$ cat src/rtl/i2s_pkg.sv
// i2s_pkg -- shared types, constants and helpers for the stereo I2S transmitter.
//
// Contents:
//   MAX_SLOT_WIDTH  widest channel slot the helpers handle
//   LR_LEFT/RIGHT   word-select levels (0 = left channel, 1 = right channel)
//   slot_t          one channel slot at maximum width; users keep the low
//                   SLOT_WIDTH bits
//   frame_t         {left slot, right slot}; the left slot is sent first
//   pad_slot()      places a sample left-justified in a slot and zero-fills
//                   the bits below it

package i2s_pkg;

    localparam int MAX_SLOT_WIDTH = 64;

    localparam logic LR_LEFT  = 1'b0;
    localparam logic LR_RIGHT = 1'b1;

    typedef logic [MAX_SLOT_WIDTH-1:0] slot_t;

    typedef struct packed {
        slot_t left;
        slot_t right;
    } frame_t;

    // The result holds the padded slot in its low slot_w bits. The sample
    // occupies the top sample_w of those bits and the rest are zero.
    function automatic slot_t pad_slot(input slot_t sample,
                                       input int    sample_w,
                                       input int    slot_w);
        slot_t mask;
        mask = (slot_t'(1) << sample_w) - slot_t'(1);
        return (sample & mask) << (slot_w - sample_w);
    endfunction

endpackage

$ cat src/rtl/i2s_stereo_tx_clk_div.sv
// i2s_clk_div -- bit-clock generator for the I2S transmitter.
//
// A counter runs from 0 to CLKDIV-1. Each time it wraps, bclk toggles, so one
// BCLK period lasts 2*CLKDIV system clocks. fall_o is high during the cycle
// whose closing edge takes bclk from 1 to 0. Serial state that updates on
// that same edge stays aligned with the falling edge of BCLK.
//
// Ports:
//   clk_i    system clock
//   reset_i  synchronous active-high reset (div 0, bclk 0)
//   bclk_o   bit clock
//   fall_o   strobe: bclk falls at the end of this cycle

module i2s_clk_div #(
    parameter int CLKDIV = 4
) (
    input  logic clk_i,
    input  logic reset_i,
    output logic bclk_o,
    output logic fall_o
);

    localparam int DW = (CLKDIV > 1) ? $clog2(CLKDIV) : 1;

    logic [DW-1:0] div_q, div_d;
    logic          bclk_q, bclk_d;
    logic          wrap;

    assign wrap = (div_q == DW'(CLKDIV - 1));

    always_comb begin
        div_d  = div_q + DW'(1);
        bclk_d = bclk_q;
        if (wrap) begin
            div_d  = '0;
            bclk_d = ~bclk_q;
        end
    end

    always_ff @(posedge clk_i) begin
        if (reset_i) begin
            div_q  <= '0;
            bclk_q <= 1'b0;
        end else begin
            div_q  <= div_d;
            bclk_q <= bclk_d;
        end
    end

    assign bclk_o = bclk_q;
    assign fall_o = wrap && bclk_q;

endmodule

$ cat src/rtl/i2s_stereo_tx.sv
// i2s_stereo_tx -- stereo I2S (Philips framing) transmitter.
//
// Serialises left/right sample pairs MSB first. Each channel slot is
// SLOT_WIDTH bits long, with the sample left-justified in it. Data lags
// each LRCLK edge by one BCLK. An incoming pair waits in a one-deep holding
// register until the next frame boundary. A frame boundary that finds the
// holding register empty raises a one-cycle underrun pulse and sends a
// substitute frame instead.
//
// Build option:
//   I2S_TX_REPEAT_ON_UNDERRUN_EN  substitute frame = last loaded frame
//                                 (zeros if none since reset);
//                                 otherwise the substitute frame is zeros.
//
// Parameters:
//   SAMPLE_WIDTH  bits per channel sample (8..32)
//   SLOT_WIDTH    BCLK periods per channel slot (>= SAMPLE_WIDTH)
//   CLKDIV        system clocks per BCLK half-period (>= 1)
//
// Ports:
//   clk           system clock
//   reset         synchronous active-high reset
//   sample_left   left sample (two's complement), captured on accept
//   sample_right  right sample, captured on accept
//   sample_valid  pair offered
//   sample_ready  holding register empty; accept = valid && ready
//   bclk          bit clock, period 2*CLKDIV clk
//   lrclk         word select, 0 = left, 1 = right
//   sdata         serial data, changes on BCLK falling edges
//   underrun      one-cycle pulse: frame started with holding register empty

module i2s_stereo_tx
    import i2s_pkg::*;
#(
    parameter int SAMPLE_WIDTH = 16,
    parameter int SLOT_WIDTH   = 16,
    parameter int CLKDIV       = 4
) (
    input  logic                    clk,
    input  logic                    reset,
    input  logic [SAMPLE_WIDTH-1:0] sample_left,
    input  logic [SAMPLE_WIDTH-1:0] sample_right,
    input  logic                    sample_valid,
    output logic                    sample_ready,
    output logic                    bclk,
    output logic                    lrclk,
    output logic                    sdata,
    output logic                    underrun
);

    localparam int FW  = 2 * SLOT_WIDTH;
    localparam int BCW = $clog2(FW);

    logic fall;

    i2s_clk_div #(
        .CLKDIV (CLKDIV)
    ) u_clk_div (
        .clk_i   (clk),
        .reset_i (reset),
        .bclk_o  (bclk),
        .fall_o  (fall)
    );

    logic [BCW-1:0] bc_q, bc_d, bc_n;
    logic           lrclk_q, lrclk_d;
    logic           sdata_q, sdata_d;
    logic           underrun_q, underrun_d;
    logic           full_q, full_d;
    logic [FW-1:0]  hold_q, hold_d;
    logic [FW-1:0]  shreg_q, shreg_d;
    logic [FW-1:0]  new_frame, sub_frame, load_frame;
    logic           accept, load;

    // The incoming pair is padded into frame layout at accept time, so the
    // load path is a plain register copy.
    assign new_frame = {
        SLOT_WIDTH'(pad_slot(slot_t'(sample_left),  SAMPLE_WIDTH, SLOT_WIDTH)),
        SLOT_WIDTH'(pad_slot(slot_t'(sample_right), SAMPLE_WIDTH, SLOT_WIDTH))
    };

`ifdef I2S_TX_REPEAT_ON_UNDERRUN_EN
    logic [FW-1:0] last_q, last_d;
    assign sub_frame = last_q;
`else
    assign sub_frame = '0;
`endif

    // bc_n is the bit count that takes effect at this fall event. Frame bit
    // (bc_n-1) goes out now, so the frame loads when bc_n == 1. Bit 0 then
    // appears one BCLK after lrclk fell at bc_n == 0.
    assign bc_n   = (bc_q == BCW'(FW - 1)) ? '0 : bc_q + BCW'(1);
    assign load   = fall && (bc_n == BCW'(1));
    assign accept = sample_valid && !full_q;

    always_comb begin
        bc_d       = bc_q;
        lrclk_d    = lrclk_q;
        sdata_d    = sdata_q;
        shreg_d    = shreg_q;
        full_d     = full_q;
        hold_d     = hold_q;
        underrun_d = 1'b0;
        load_frame = full_q ? hold_q : sub_frame;
`ifdef I2S_TX_REPEAT_ON_UNDERRUN_EN
        last_d     = last_q;
`endif

        if (fall) begin
            bc_d    = bc_n;
            lrclk_d = (bc_n >= BCW'(SLOT_WIDTH)) ? LR_RIGHT : LR_LEFT;
            if (load) begin
                sdata_d    = load_frame[FW-1];
                shreg_d    = {load_frame[FW-2:0], 1'b0};
                full_d     = 1'b0;
                underrun_d = !full_q;
`ifdef I2S_TX_REPEAT_ON_UNDERRUN_EN
                last_d     = load_frame;
`endif
            end else begin
                sdata_d = shreg_q[FW-1];
                shreg_d = {shreg_q[FW-2:0], 1'b0};
            end
        end

        // This comes after the load. A pair accepted in the load cycle (the
        // register was empty) fills the register for the next frame. It never
        // bypasses into the frame that is starting now.
        if (accept) begin
            full_d = 1'b1;
            hold_d = new_frame;
        end
    end

    always_ff @(posedge clk) begin
        if (reset) begin
            bc_q       <= BCW'(FW - 1);
            lrclk_q    <= LR_LEFT;
            sdata_q    <= 1'b0;
            underrun_q <= 1'b0;
            full_q     <= 1'b0;
            hold_q     <= '0;
            shreg_q    <= '0;
`ifdef I2S_TX_REPEAT_ON_UNDERRUN_EN
            last_q     <= '0;
`endif
        end else begin
            bc_q       <= bc_d;
            lrclk_q    <= lrclk_d;
            sdata_q    <= sdata_d;
            underrun_q <= underrun_d;
            full_q     <= full_d;
            hold_q     <= hold_d;
            shreg_q    <= shreg_d;
`ifdef I2S_TX_REPEAT_ON_UNDERRUN_EN
            last_q     <= last_d;
`endif
        end
    end

    assign sample_ready = !full_q;
    assign lrclk        = lrclk_q;
    assign sdata        = sdata_q;
    assign underrun     = underrun_q;

endmodule

$ cat config.mk
export PLATFORM = sky130hd
export DESIGN_NAME = i2s_stereo_tx
export DESIGN_NICKNAME = d
export VERILOG_FILES = /design/src/rtl/i2s_pkg.sv /design/src/rtl/i2s_stereo_tx_clk_div.sv /design/src/rtl/i2s_stereo_tx.sv
export SDC_FILE = /design/constraint.sdc
export NUM_CORES = 1
export LEC_CHECK = 0
export ABC_AREA = 1
export BUFFER_PORTS_ARGS = -buffer_cell sky130_fd_sc_hd__buf_4
export CAP_MARGIN = 10
export CORE_UTILIZATION = 58
export DETAILED_ROUTE_END_ITERATION = 6
export PLACE_DENSITY = 0.84
export SLEW_MARGIN = 20
export SYNTH_ARGS = -nofsm -noshare
export SYNTH_HDL_FRONTEND = slang
export SYNTH_SLANG_ARGS = --single-unit
export TNS_END_PERCENT = 20
$ cat constraint.sdc
create_clock -name clk -period 3.7 [get_ports clk]
set_clock_uncertainty 0.15 [all_clocks]
set_input_delay 0.37 -clock clk [delete_from_list [all_inputs] [get_ports clk]]
set_output_delay 0.37 -clock clk [all_outputs]
set_load 0.1 [all_outputs]
==> flow_summary.yaml <==
critical_path:
  slowest_delay_ns: 0.38
  crit_type: "register to register"
  start_kind: "register"
  path_cells: "ha_1 -> nand2_1 -> nor2_1 -> ha_1 -> inv_1 -> nand4_1 -> nor2_4 -> buf_4 -> nand3_1 -> nand3_1 -> nand2_1"
  crit_fanout: 22
  crit_path_end_kind: "register"
  cp_slowest_cell: "dfxtp_1"
  arrival_ns: 2.52
  cp.required_ns: 3.79
  reg2reg_depth: 11
die:
  die_x_um: 76.8
  core_region_area_um2: 5240
  num_io_pins: 40
  rows: 26
  die_height_um: 76.8
  start_util_pct: 61.9
  die-area_um2: 5890
sta:
  fin_setup_tns_ns: 0
  layout_min_cycle_time_ns: 2.43
  rsz0062_at_grt: "no"
  worstMarginPinSlew_ns: 0.997
  hold-worst-slack_ns: 0.108
  maxSlewHeadroom_pct: 33.5
  final.period_utilization_pct: 65.7
  hold_viol_final: 0
  slew_violations: 0
  fmax_mhz: 411
  setup_viol: 0
routing:
  route.met3.wl_um: 378
  post_drt_wl_per_cell_um: 11.6
  drtIter0Drc: 157
  drtPass1Iterations: 4
  via_per_inst: 5.06
  drc: 0
  wl_mm: 6.60
  dr_wl_met2_mm: 3.06
  ant_nets: 0
  vias: 2888
  highest-signal-layer: "met4"
  wl_met1_mm: 3.10
power:
  ir_worst_vdd_mv: 0.309
  p_leak_nw: 1.80
  powerDensity_nw_per_um2: 451
  totalPowerFinal_mw: 1.68
clocking:
  path_clk_slew_ns: 0.08
  post-cts-setup-buffers: 0
  postCtsHoldBufs: 0
  root_buffer: "clkbuf_8"
  cts_made_buffers: 9
  clock_latency_ns: 0.34
  post_cts_resized: 0
  h-tree-depth: 3
  cts.sinks: 75
  clockBufferDepth: 2
  cts_tree: "done"
outcome:
  status: "complete, no violations"
finish:
  syn_to_final_growth_pct: 15.0
  drive_gt1_share_pct: 13.4
  n_fill_cell: 475
  fin_nets: 535
  n_antenna_cell: 0
global_route:
  grt_pass1_vias: 2649
  antenna_found_initial: 0
  grt_remaining_overflow: 0
  grt_first_pass_wirelength_mm: 11.7
  grt_util_all_layers_pct: 24.9
  grt_max_degree: 37
synthesis:
  syn-num-nets: 508
  syn_area_um2: 3240
  ys_seq_elements: 75
  ys_seq_area_share_pct: 46.3
  yosysWarnings: 0
  synth.distinct_cells: 23
  syn_inst: 469
  postSynthAreaPerCell_um2: 6.91
min_path:
  hp-class: "primary input to register"
  hold-path-cell-count: 2
placement:
  io_buffer_count: 39
  gp_congestion: 0.857
  hpwlAfterDp_mm: 4.16
job:
  maxCapViolations: 0
[cells by family after synthesis]
| family | after synthesis | share of synthesized area (%) |
|---|---|---|
| flip-flops | 75 | 46.3 |
| buffers and inverters | 69 | 9.57 |
| AO/OA/AOI/OAI | 39 | 6.25 |
| adder cells (fa/ha/maj) | 4 | 1.54 |
| AND/OR/NAND/NOR | 282 | 36.3 |
[area by class of cell]
| cell class | instances | area [µm²] | share of cell area [%] |
|---|---|---|---|
| clock buffer | 10 | 128 | 3.42 |
| tap | 70 | 87.6 | 2.35 |
| multi-input combinational | 325 | 1430 | 38.5 |
| sequential | 75 | 1500 | 40.3 |
| inverter | 40 | 150 | 4.03 |
| clock inverter | 6 | 90.1 | 2.42 |
| timing repair buffer | 45 | 338 | 9.06 |
[Yosys cell counts (all sizes together)]
cell type / number / area share [%]
o21a: 1 / 0.23
nor3b: 1 / 0.23
clkbuf: 9 / 1.0
a22oi: 2 / 0.46
buf: 20 / 3.9
a21oi: 3 / 0.46
nand2: 139 / 16
o21ai: 33 / 5.1
nor2: 71 / 8.5
inv: 40 / 4.6
nand4: 2 / 0.39
ha: 4 / 1.5
nor3: 2 / 0.31
nand3: 67 / 10
dfxtp: 75 / 46
[where the power goes]
part           internal [mW]  switching [mW]
logic                 0.0559          0.0845
registers              0.841          0.0185
clock network          0.381           0.300
[worst max-delay path, delay by kind of cell (launching register included)]
family                     cells  cell delay [ns]
DFF                            1             0.38
and+or+nand+nor                7             0.95
adders and majority gates      2             0.46
buffers and inverters          2             0.38
[cell usage in the layout, fill, tap and decap left out]
master / count
bufinv_16: 2
clkinvlp_4: 1
nand4_1: 2
nor2_4: 1
nand2_2: 1
clkbuf_8: 9
nand2_4: 1
dfxtp_1: 75
a22oi_1: 2
inv_2: 1
nor3_1: 2
o21a_1: 1
o21ai_0: 33
nor3b_1: 1
a21oi_1: 3
nand2_1: 137
ha_1: 4
nand3_2: 1
buf_4: 45
clkbuf_1: 1
inv_1: 39
clkinv_4: 2
nor2_2: 2
clkinv_2: 1
nand3_1: 66
nor2_1: 68
[path summary, 6_finish.rpt]
path,end,from,slack [ns]
worst min-delay path,full_q,reset,0.11
worst max-delay path,shreg_q[10],bc_q[1],1.27
worst min register to register,u_clk_div.div_q[0],u_clk_div.div_q[0],0.29
worst max register to register,shreg_q[10],bc_q[1],1.27
[routing by layer]
metal | GRT usage [%] | vias to the layer above
met4 | 7.88 | 0
met2 | 42.4 | 83
met1 | 30.0 | 1276
li1 | - | 1523
met5 | 0 | -
met3 | 7.26 | 6
[flip-flops by register name, indices dropped and copies added, names as in the netlist]
name and count:
sdata 1, shreg_q 31, full_q 1, bc_q 5
hold_q 32, lrclk 1, u_clk_div.bclk_o 1, underrun 1
u_clk_div.div_q 2
[stage by stage]
step / setup WS [ns] / area [µm²] / utilization, % / cells
after floorplan: 1.57 / 3240 / - / 469
after global placement: 1.45 / 3510 / 67.0 / 555
after detailed placement: 1.28 / 3510 / 67.0 / 555
after CTS: 1.25 / 3730 / 71.2 / 571
after global routing: 1.07 / 3730 / 71.2 / 571
final: 1.27 / 3730 / 71.2 / 571
(Power assumes the default switching activity.)
